## config.mk

```make
export PLATFORM = sky130hd
export DESIGN_NAME = hazard_ctrl
export DESIGN_NICKNAME = d
export VERILOG_FILES = /design/src/rtl/core_pkg.sv /design/src/rtl/hazard_fwd_sel.sv /design/src/rtl/hazard_ctrl.sv
export SDC_FILE = /design/constraint.sdc
export NUM_CORES = 1
export LEC_CHECK = 0
export BUFFER_PORTS_ARGS = -buffer_cell sky130_fd_sc_hd__buf_2
export CAP_MARGIN = 10
export CORE_ASPECT_RATIO = 0.6
export CORE_MARGIN = 2
export CORE_UTILIZATION = 54
export DETAILED_ROUTE_END_ITERATION = 7
export PLACE_DENSITY = 0.82
export SETUP_SLACK_MARGIN = 0.3
export SLEW_MARGIN = 20
export SYNTH_ARGS = -nofsm -noshare
export SYNTH_HDL_FRONTEND = slang
export SYNTH_HIERARCHICAL = 1
export SYNTH_SLANG_ARGS = --single-unit
export TNS_END_PERCENT = 100
```

## constraint.sdc

```tcl
create_clock -name clk -period 3.11 [get_ports clk]
set_input_delay 0.311 -clock clk [delete_from_list [all_inputs] [get_ports clk]]
set_output_delay 0.311 -clock clk [all_outputs]
set_load 0.02 [all_outputs]
```

## src/rtl/core_pkg.sv

```systemverilog
// Shared definitions for the RV32I pipeline scheduler: write-back source
// encodings, operand-forwarding select encodings and the shadow-entry type.
// Pure declarations; no timing and no flow control.
package core_pkg;

    // Write-back source select as produced by the decoder
    localparam logic [1:0] WB_ALU  = 2'b00;
    localparam logic [1:0] WB_DRAM = 2'b01;
    localparam logic [1:0] WB_PC4  = 2'b10;
    localparam logic [1:0] WB_EXT  = 2'b11;

    // Operand source select driven to the EX-stage operand muxes
    localparam logic [1:0] FWD_RF  = 2'd0;
    localparam logic [1:0] FWD_EX  = 2'd1;
    localparam logic [1:0] FWD_MEM = 2'd2;
    localparam logic [1:0] FWD_WB  = 2'd3;

    // Destination info tracked for one in-flight pipeline stage
    typedef struct packed {
        logic       v;   // stage holds a real instruction
        logic [4:0] wr;  // destination register
        logic       we;  // instruction writes the register file
        logic       ld;  // result comes from data memory (load)
    } shadow_t;

    localparam shadow_t SHADOW_NONE = '0;

    // True when the stage will write register rs
    function automatic logic shadow_hit(input shadow_t e, input logic [4:0] rs);
        return e.v && e.we && (e.wr == rs);
    endfunction

endpackage

```

## src/rtl/hazard_fwd_sel.sv

```systemverilog
// Operand source select for one source register (EX > MEM > WB > RF).
// Latency: purely combinational.
// Backpressure: none; a load match in EX is reported instead of forwarded.
//
// Ports:
//   i_rs, i_rs_used      source register and whether the instruction reads it
//   i_ex, i_mem, i_wb    shadow entries for the three downstream stages
//   o_sel                2-bit operand source select
//   o_ex_ld_hit          the operand depends on a load still in EX
module hazard_fwd_sel
    import core_pkg::*;
(
    input  logic [4:0] i_rs,
    input  logic       i_rs_used,
    input  shadow_t    i_ex,
    input  shadow_t    i_mem,
    input  shadow_t    i_wb,
    output logic [1:0] o_sel,
    output logic       o_ex_ld_hit
);

    logic w_chk;
    logic w_unused_ld;

    // x0 is hard-wired zero: never forwarded, never a hazard
    assign w_chk = i_rs_used && (i_rs != 5'd0);

    // Load flags of MEM/WB are irrelevant here: data is available by then
    assign w_unused_ld = i_mem.ld ^ i_wb.ld;

    always_comb begin
        o_sel       = FWD_RF;
        o_ex_ld_hit = 1'b0;
        if (w_chk) begin
            if (shadow_hit(i_ex, i_rs)) begin
                // Load data is not ready in EX; the newest producer is the
                // load, so older MEM/WB copies must not be picked either
                if (i_ex.ld) begin
                    o_ex_ld_hit = 1'b1;
                end else begin
                    o_sel = FWD_EX;
                end
            end else if (shadow_hit(i_mem, i_rs)) begin
                o_sel = FWD_MEM;
            end else if (shadow_hit(i_wb, i_rs)) begin
                o_sel = FWD_WB;
            end
        end
    end

endmodule

```

## src/rtl/hazard_ctrl.sv

```systemverilog
// Pipeline scheduler: stall/flush/forwarding control for the 5-stage RV32I core.
// Latency: outputs combinational from inputs + shadow state; shadow updates next edge.
// Backpressure: load-use holds PC and IF/ID for LOAD_STALL cycles; redirect overrides it.
//
// Ports:
//   clk, rst_n                 core clock, synchronous active-high reset
//   id_*                       register-use and write-back controls of the ID instruction
//   ex_br_taken                EX redirect (taken branch/jump)
//   pc_stall, ifid_stall       hold PC / IF-ID latch
//   ifid_flush, idex_flush     clear IF-ID / insert bubble into ID-EX
//   fwd_a_sel, fwd_b_sel       operand sources for rs1 / rs2
//   stall_cnt, flush_cnt       load-use stall cycles / redirect events
module hazard_ctrl
    import core_pkg::*;
#(
    parameter int LOAD_STALL = 1,   // legal range 1..3
    parameter int CNT_W      = 32
) (
    input  logic             clk,
    input  logic             rst_n,
    input  logic             id_valid,
    input  logic [4:0]       id_rs1,
    input  logic [4:0]       id_rs2,
    input  logic             id_rs1_used,
    input  logic             id_rs2_used,
    input  logic [4:0]       id_wr,
    input  logic             id_rf_we,
    input  logic [1:0]       id_rf_wesl,
    input  logic             ex_br_taken,
    output logic             pc_stall,
    output logic             ifid_stall,
    output logic             ifid_flush,
    output logic             idex_flush,
    output logic [1:0]       fwd_a_sel,
    output logic [1:0]       fwd_b_sel,
    output logic [CNT_W-1:0] stall_cnt,
    output logic [CNT_W-1:0] flush_cnt
);

    localparam logic [1:0] LD_INIT = 2'(LOAD_STALL - 1);

    shadow_t          r_ex;
    shadow_t          r_mem;
    shadow_t          r_wb;
    logic [1:0]       r_ld_cnt;
    logic [CNT_W-1:0] r_stall_cnt;
    logic [CNT_W-1:0] r_flush_cnt;

    shadow_t          w_id_entry;
    logic [1:0]       w_a_sel;
    logic [1:0]       w_b_sel;
    logic             w_a_ld_hit;
    logic             w_b_ld_hit;
    logic             w_hz;
    logic             w_stall;

    assign w_id_entry = '{v:  id_valid,
                          wr: id_wr,
                          we: id_rf_we,
                          ld: (id_rf_wesl == WB_DRAM)};

    hazard_fwd_sel u_fwd_a (
        .i_rs        (id_rs1),
        .i_rs_used   (id_rs1_used),
        .i_ex        (r_ex),
        .i_mem       (r_mem),
        .i_wb        (r_wb),
        .o_sel       (w_a_sel),
        .o_ex_ld_hit (w_a_ld_hit)
    );

    hazard_fwd_sel u_fwd_b (
        .i_rs        (id_rs2),
        .i_rs_used   (id_rs2_used),
        .i_ex        (r_ex),
        .i_mem       (r_mem),
        .i_wb        (r_wb),
        .o_sel       (w_b_sel),
        .o_ex_ld_hit (w_b_ld_hit)
    );

    // A bubble in ID never stalls even if its fields alias a load target
    assign w_hz    = id_valid && (w_a_ld_hit || w_b_ld_hit);
    // Remaining cycles of a multi-cycle stall run even after the hazard clears
    assign w_stall = w_hz || (r_ld_cnt != 2'd0);

    always_comb begin
        pc_stall   = 1'b0;
        ifid_stall = 1'b0;
        ifid_flush = 1'b0;
        idex_flush = 1'b0;
        fwd_a_sel  = FWD_RF;
        fwd_b_sel  = FWD_RF;
        if (!rst_n) begin
            fwd_a_sel = w_a_sel;
            fwd_b_sel = w_b_sel;
            // Redirect wins: the stalled instruction is on the wrong path
            if (ex_br_taken) begin
                ifid_flush = 1'b1;
                idex_flush = 1'b1;
            end else if (w_stall) begin
                pc_stall   = 1'b1;
                ifid_stall = 1'b1;
                idex_flush = 1'b1;
            end
        end
    end

    always_ff @(posedge clk) begin
        if (rst_n) begin
            r_ex        <= SHADOW_NONE;
            r_mem       <= SHADOW_NONE;
            r_wb        <= SHADOW_NONE;
            r_ld_cnt    <= 2'd0;
            r_stall_cnt <= '0;
            r_flush_cnt <= '0;
        end else begin
            // The EX instruction always advances; a redirecting branch completes
            r_wb  <= r_mem;
            r_mem <= r_ex;
            r_ex  <= idex_flush ? SHADOW_NONE : w_id_entry;

            if (ex_br_taken) begin
                r_ld_cnt <= 2'd0;
            end else if (r_ld_cnt != 2'd0) begin
                r_ld_cnt <= r_ld_cnt - 2'd1;
            end else if (w_hz) begin
                r_ld_cnt <= LD_INIT;
            end

            if (w_stall && !ex_br_taken) begin
                r_stall_cnt <= r_stall_cnt + CNT_W'(1);
            end
            if (ex_br_taken) begin
                r_flush_cnt <= r_flush_cnt + CNT_W'(1);
            end
        end
    end

    assign stall_cnt = r_stall_cnt;
    assign flush_cnt = r_flush_cnt;

endmodule

```

==> results.toml, run 1 <==
[clock_tree]
cts_buffer_depth = 2
clock-sinks = 88
cts_tree = "built"
post-cts-setup-buffers = 0
clk_latency_ns = 0.34
cts.htree.levels = 3
cts_root_buffer = "clkbuf_16"
cts-buffers-inserted = 9
clkTransAtPathRegs_ns = 0.06

[power_and_ir_drop]
p_per_area_nw_per_um2 = 454
leakagePower_nw = 2.02
ir_drop_uv = 375

[placement]
dp_hpwl_mm = 7.89
placed_cell_area_sq_um = 4880
portBuffers = 95
gp_congestion = 1.01

[layout]
fill_cells = 668
postLayoutCoreUtil = 0.664
syn_to_final_growth_pct = 19.7
final_layout_size_suffix_gt1_frac = 0.246
finish.net_count = 614
antenna_cells = 0
final_area_sq_um = 5190

[die]
die_w_microns = 120
start_util = 0.555
die-height_microns = 73.4
die_area_sq_um = 8790
fp-row-count = 25
core_region_area_sq_um = 7820
io_pins = 96

[setup_path]
setup.worst_path.start_class = "register"
critPathMaxFanout = 12
cp_data_required_time_ns = 2.80
setup.worst_path.end_class = "primary output"
reg2reg_depth = 9
cp.arrival_ns = 2.45
path_class = "register to primary output"

[timing]
worst_pin_slew_ns = 0.749
rsz0062_at_grt = "no"
fin_crit_sh = 0.886
fin_skew_ns = 0.00529
finalSetupViolations = 0
hold_ws_ns = 0.166
timing.fmax_mhz = 363
timing.final.crit_period_ns = 2.76
fin_setup_tns_ns = 0
slew_headroom = 0.499
slew_violations = 0
finalHoldViolCount = 0

[logic_synthesis]
synth.avg_cell_area_sq_um = 8.71
synthesis.area_sq_um = 4340
syn_nets = 524
synth_warnings = 6
netlist_instances = 498

[run]
maxCapViolations = 0

[drt]
final_antenna_net_count = 0
routed_wl_mm = 11.0
drc = 0
vias_per_cell = 5.91
wl_per_cell_microns = 15.7
vias = 4141
first_iter_violations = 383
first_pass_iters = 5

[global_routing]
grt_pass1_vias = 3589
grt_usage = 0.251
grt_pass1_wl_mm = 17.3
gr-total-overflow = 0
grt_max_degree = 41
antenna_found_initial = 0

[hold_path]
hold_class = "primary input to register"
holdPathStages = 2

[status]
status = "complete, no violations"
==> cell usage in the layout, fill, tap and decap left out, types with 3 or more instances in the layout <==
cell type / instances
a21oi_1: 33
nor2_1: 41
xor2_1: 14
nand4_1: 29
and4_1: 3
nand2_1: 28
clkbuf_16: 9
nand3_1: 11
and2_1: 7
and3_1: 4
nand3b_1: 3
a211oi_1: 5
mux2_2: 9
o31ai_1: 13
nand4b_1: 3
dfxtp_1: 88
nand4_2: 3
xnor2_1: 31
or2_2: 3
or4_1: 16
or3_1: 11
nor4_1: 9
buf_2: 95
buf_4: 8
nor2b_1: 33
nor3_1: 8
o21ai_0: 10
inv_1: 24
a31o_2: 7
==> layout make-up <==
type | count | area (sq um) | area share
multi-input cells | 362 | 2360 | 0.455
flip-flops and latches | 88 | 1760 | 0.339
repair buffers | 103 | 536 | 0.103
clock buffers | 11 | 253 | 0.0487
well taps | 108 | 135 | 0.0260
inverters | 24 | 90.1 | 0.0174
clock inverters | 5 | 55.1 | 0.0106
==> what timing repair did <==
item                                    4_1_cts  5_1_grt
resized for setup                             0        1
hold buffers                                  0        0
endpoints found under the setup margin        0        2
==> per-stage QoR <==
step | std cells | worst slack [ns] | total power (W)
floorplan | 498 | 0.501 | 0.00124
global placement | 685 | 0.564 | 0.00128
detailed placement | 685 | 0.445 | 0.00128
CTS | 701 | 0.361 | 0.00238
global route | 701 | 0.318 | 0.00243
finish | 701 | 0.353 | 0.00236
==> per-layer routing <==
metal / track usage / up-vias / wire length [microns]
met5: 0 / - / 0
met4: 0.0850 / 0 / 229
met3: 0.0769 / 28 / 953
met2: 0.382 / 181 / 4670
met1: 0.341 / 1961 / 5160
li1: - / 1971 / -
==> worst paths after layout <==
kind | from | endpoint | slack, ns
worst min register to register | r_ld_cnt[0] | r_ld_cnt[0] | 0.45
worst max register to register | r_ex[3] | stall_cnt[15] | 0.38
worst min-delay path | id_wr[1] | r_ex[3] | 0.17
worst max-delay path | r_ex[3] | pc_stall | 0.35
==> worst max-delay path, stage by stage (launching register included) <==
cell,delay (ns)
dfxtp_1,0.35
nor2b_1,0.16
a2111oi_1,0.46
nand4_1,0.21
nor2_1,0.14
o21ai_0,0.10
buf_4,0.18
a211oi_2,0.29
buf_2,0.22
==> registers in the layout (all words and copies together) (netlist names) <==
signal,flops
r_wb,7
r_ex,8
stall_cnt,32
r_ld_cnt,2
r_mem,7
flush_cnt,32
==> where the power goes <==
part           switching, W  leakage (nW)  internal [W]
registers         0.0000150         0.711       0.00114
clock network      0.000432         0.148      0.000662
logic             0.0000656          1.16     0.0000445
total              0.000512          2.02       0.00184
Note: power is estimated with default switching activity, not from simulation.
==> inputs of run 2 (changes only) <==
--- a/config.mk
+++ b/config.mk
@@ -7,11 +7,12 @@
 export LEC_CHECK = 0
 export BUFFER_PORTS_ARGS = -buffer_cell sky130_fd_sc_hd__buf_2
 export CAP_MARGIN = 10
-export CORE_ASPECT_RATIO = 0.6
+export CORE_ASPECT_RATIO = 1.4
 export CORE_MARGIN = 2
 export CORE_UTILIZATION = 54
 export DETAILED_ROUTE_END_ITERATION = 7
 export PLACE_DENSITY = 0.82
+export RECOVER_POWER = 25
 export SETUP_SLACK_MARGIN = 0.3
 export SLEW_MARGIN = 20
 export SYNTH_ARGS = -nofsm -noshare
==> run 2 against run 1 <==
The flow now finishes with violations (capacitance limit, slew limit). Fmax grew 1.6%. Routed wire length shrank 5.7%. Clock power shrank 21%. Largest cell class unchanged. Largest power group unchanged.
==> results.toml, run 2 (same netlist as run 1, synthesis figures left out) <==
[timing]
finalHoldViolCount = 0
slew_headroom = -0.266
fin_skew_ns = 0.0117
timing.fmax_mhz = 369
fin_crit_sh = 0.872
finalSetupViolations = 0
fin_setup_tns_ns = 0
timing.final.crit_period_ns = 2.71
worst_pin_slew_ns = 1.90
rsz0062_at_grt = "no"
setup_slack_ns = 0.397
slew_violations = 42

[clock_tree]
clock-sinks = 88
cts_root_buffer = "clkbuf_8"
cts_tree = "built"
clkTransAtPathRegs_ns = 0.08
cts_buffer_depth = 2
cts-buffers-inserted = 9
cts.htree.levels = 3
clk_latency_ns = 0.36

[setup_path]
path_class = "register to primary output"
path_cells = "nor2b_1, a2111oi_1, nand4_1, nor2_1, o21ai_1, buf_4, a211oi_4, buf_4"
cp_slowest_cell = "a2111oi_1"
critPathMaxFanout = 11
ff2ff_setup_slack_ns = 0.44
cp.arrival_ns = 2.40
setup.worst_path.start_class = "register"
cpPeakStageDelay_ns = 0.40
cp_data_required_time_ns = 2.80
setup.worst_path.end_class = "primary output"
crit_top_cell = "buf_4"

[layout]
syn_to_final_growth_pct = 17.6
fin_cells = 696
fill_cells = 683
final_common_cell = "dfxtp_1"
final_area_sq_um = 5100
finish.net_count = 619
final_cell_mix = "dfxtp_1, buf_2, nor2_1"
final_layout_size_suffix_gt1_frac = 0.201
antenna_cells = 0

[placement]
placed_cell_area_sq_um = 4880
dp_hpwl_mm = 7.37
gp_congestion = 0.936
place_ws_ns = 0.0122
place_inst = 678
portBuffers = 95

[die]
die-height_microns = 110
die_w_microns = 79.7
core_region_area_sq_um = 7800
start_util = 0.556
fp-row-count = 38
io_pins = 96
die_area_sq_um = 8770

[power_and_ir_drop]
p_per_area_nw_per_um2 = 415
leakagePower_nw = 1.86
ir_drop_uv = 267

[drt]
routed_wl_mm = 10.4
final_antenna_net_count = 0
drc = 0
wl_per_cell_microns = 14.9
vias = 4035
first_pass_iters = 5
vias_per_cell = 5.80
first_iter_violations = 231

[status]
violations = "capacitance limit, slew limit"
status = "complete, but fails checks"

[global_routing]
grt_pass1_wl_mm = 17.3
grt_max_degree = 42
grt_pass1_vias = 3755
grt_usage = 0.248
gr-total-overflow = 0
antenna_found_initial = 0

[run]
maxCapViolations = 1

[hold_path]
hold_class = "primary input to register"
==> run 2: stage by stage <==
step / utilization / hold slack, ns / power [W]
finish: 0.654 / 0.150 / 0.00212
global route: 0.654 / 0.152 / 0.00219
CTS: 0.654 / 0.140 / 0.00213
detailed placement: 0.625 / 0.437 / 0.00128
global placement: 0.625 / 0.426 / 0.00128
floorplan: - / 0.418 / 0.00124
==> run 2: worst paths after layout <==
path                    start       endpoint  depth (start not counted)
setup / recovery      r_ex[3]     ifid_stall                          8
hold / removal       id_rf_we        r_ex[1]                          2
setup reg to reg      r_ex[3]  stall_cnt[15]                          9
hold reg to reg   r_ld_cnt[0]    r_ld_cnt[0]                          1
==> run 2: area by class of cell <==
cell class | instances | area (sq um) | share of cell area
clock buffers | 10 | 138 | 0.0270
inverters | 24 | 90.1 | 0.0177
repair buffers | 108 | 537 | 0.105
multi-input cells | 362 | 2380 | 0.466
well taps | 100 | 125 | 0.0245
clock inverters | 4 | 70.1 | 0.0137
flip-flops and latches | 88 | 1760 | 0.345
==> run 2: layer usage <==
layer / vias to the layer above / routed length (microns) / GRT usage
li1: 1969 / - / -
met1: 1917 / 4220 / 0.289
met2: 129 / 5390 / 0.441
met3: 20 / 554 / 0.0456
met4: 0 / 215 / 0.108
met5: - / 0 / 0
==> run 2: timing repair <==
| item | in CTS | in global routing |
|---|---|---|
| resized for setup | 2 | 5 |
| setup buffers | 1 | 3 |
| endpoints found under the setup margin | 11 | 17 |
| pin swaps | 1 | 3 |
| hold buffers | 0 | 0 |
==> run 2: critical path, delay by kind of cell (launching register included) <==
kind / cells / cell delay [ns]
flops: 1 / 0.35
simple gates: 3 / 0.49
buf+inv: 2 / 0.41
compound gates: 3 / 0.80
==> run 2: report_power, final <==
part	switching [W]	internal [W]	total [W]
Clock	0.000393	0.000463	0.000856
Sequential	0.0000114	0.00114	0.00115
Combinational	0.0000671	0.0000438	0.000111
Total	0.000472	0.00164	0.00212
==> inputs of run 3 (changes only) <==
--- a/config.mk
+++ b/config.mk
@@ -11,7 +11,7 @@
 export CORE_MARGIN = 2
 export CORE_UTILIZATION = 54
 export DETAILED_ROUTE_END_ITERATION = 7
-export PLACE_DENSITY = 0.82
+export PLACE_DENSITY = 0.79
 export RECOVER_POWER = 25
 export SETUP_SLACK_MARGIN = 0.3
 export SLEW_MARGIN = 20
==> run 3 against run 2 <==
Final area decreased by 0.64%. Routed wire length increased by 0.36%. Clock skew decreased by 0.0057 ns. Combinational power about the same. Fmax increased by 2.6%. Non-clock buffer count decreased by 3. The flow still finishes with violations (capacitance limit, slew limit). Sequential power about the same. Via count decreased by 1.1%. Sequential share of layout area increased by 0.22 points. Largest cell class unchanged. Power decreased by 1.6%.
==> results.toml, run 3 (same netlist as run 1, synthesis figures left out) <==
[placement]
place_ws_ns = 0.464
gp_congestion = 0.908
dp_hpwl_mm = 7.53
portBuffers = 95

[drt]
drc = 0
routed_wl_mm = 10.4
vias_per_cell = 5.74
first_pass_iters = 5
first_iter_violations = 180
final_antenna_net_count = 0
vias = 3991
wl_per_cell_microns = 15.0

[setup_path]
cp.arrival_ns = 2.33
setup.worst_path.start_class = "register"
cp_slowest_cell = "dfxtp_1"
cp_data_required_time_ns = 2.80
path_class = "register to primary output"
cpPeakStageDelay_ns = 0.35
setup.worst_path.end_class = "primary output"
path_cells = "nor2b_1, a2111oi_2, nand4_1, nor2_1, o21ai_0, buf_4, a211oi_2, buf_2"
critPathMaxFanout = 12

[layout]
final_layout_size_suffix_gt1_frac = 0.213
final_common_cell = "dfxtp_1"
syn_to_final_growth_pct = 16.8
antenna_cells = 0
finish.net_count = 616
final_cell_mix = "dfxtp_1, buf_2, nor2_1"

[status]
status = "complete, but fails checks"
violations = "capacitance limit, slew limit"

[clock_tree]
clkTransAtPathRegs_ns = 0.08
cts_buffer_depth = 2
clk_latency_ns = 0.36
cts_hold_buf = 0
cts.htree.levels = 3
cts-buffers-inserted = 9
cts_root_buffer = "clkbuf_8"
clock-sinks = 88
cts_tree = "built"

[timing]
fin_skew_ns = 0.00603
worst_pin_slew_ns = 1.56
setup_slack_ns = 0.467
slew_headroom = -0.0426
slew_violations = 38
fin_crit_sh = 0.850
timing.fmax_mhz = 378
finalHoldViolCount = 0
finalSetupViolations = 0
timing.final.crit_period_ns = 2.64
fin_setup_tns_ns = 0
rsz0062_at_grt = "no"

[run]
maxCapViolations = 1

[die]
io_pins = 96
fp-row-count = 38
start_util = 0.556
core_region_area_sq_um = 7800
die-height_microns = 110
die_w_microns = 79.7
die_area_sq_um = 8770

[power_and_ir_drop]
p_per_area_nw_per_um2 = 411
leakagePower_nw = 1.89
total_power_w = 0.00208
ir_drop_uv = 341

[global_routing]
antenna_found_initial = 0
grt_usage = 0.246
grt_max_degree = 38
grt_pass1_vias = 3701
grt_pass1_wl_mm = 17.0
gr-total-overflow = 0

[hold_path]
hold_class = "primary input to register"
run 3: path summary, 6_finish.rpt:
path               start       endpoint  slack, ns  depth (start not counted)
max              r_ex[3]       pc_stall       0.47                          8
min             id_wr[2]        r_ex[4]       0.15                          2
max reg2reg      r_ex[3]  stall_cnt[15]       0.49                          9
min reg2reg  r_ld_cnt[0]    r_ld_cnt[0]       0.44                          1
run 3: power by group:
part / total, W / switching [W] / internal (W)
Combinational: 0.000114 / 0.0000696 / 0.0000447
Clock: 0.000819 / 0.000407 / 0.000412
Sequential: 0.00115 / 0.0000116 / 0.00114
Total: 0.00208 / 0.000488 / 0.00159
run 3: final cells by class:
type	count	area [sq um]
tap	100	125
sequential	88	1760
multi-input combinational	362	2370
clock inverter	5	55.1
inverter	24	90.1
clock buffer	11	151
fill	681	2730
timing repair buffer	105	518
run 3: critical path: cells and delay by family, from the launching register on:
family / cells / cell delay [ns]
and+or+nand+nor: 3 / 0.51
buffers and inverters: 2 / 0.41
DFF: 1 / 0.35
AOI/OAI and AO/OA: 3 / 0.70
run 3: what timing repair did:
item	4_1_cts	5_1_grt
endpoints found under the hold margin	0	0
setup endpoints to repair	0	6
resized for setup	0	2
setup buffers	0	0
run 3: through the flow:
stage | utilization | cell area (sq um) | hold slack (ns) | instances
after CTS | 0.653 | 5090 | 0.143 | 695
after floorplan | - | 4340 | 0.418 | 498
after global placement | 0.626 | 4880 | 0.429 | 679
after detailed placement | 0.626 | 4880 | 0.434 | 679
after global routing | 0.650 | 5070 | 0.145 | 695
final | 0.650 | 5070 | 0.149 | 695
run 3: layer usage:
metal	up-vias	part of all wire	GRT usage
met5	-	0	0
met4	0	0.020	0.0993
met3	18	0.044	0.0521
met2	96	0.52	0.434
met1	1912	0.42	0.289
li1	1965	-	-
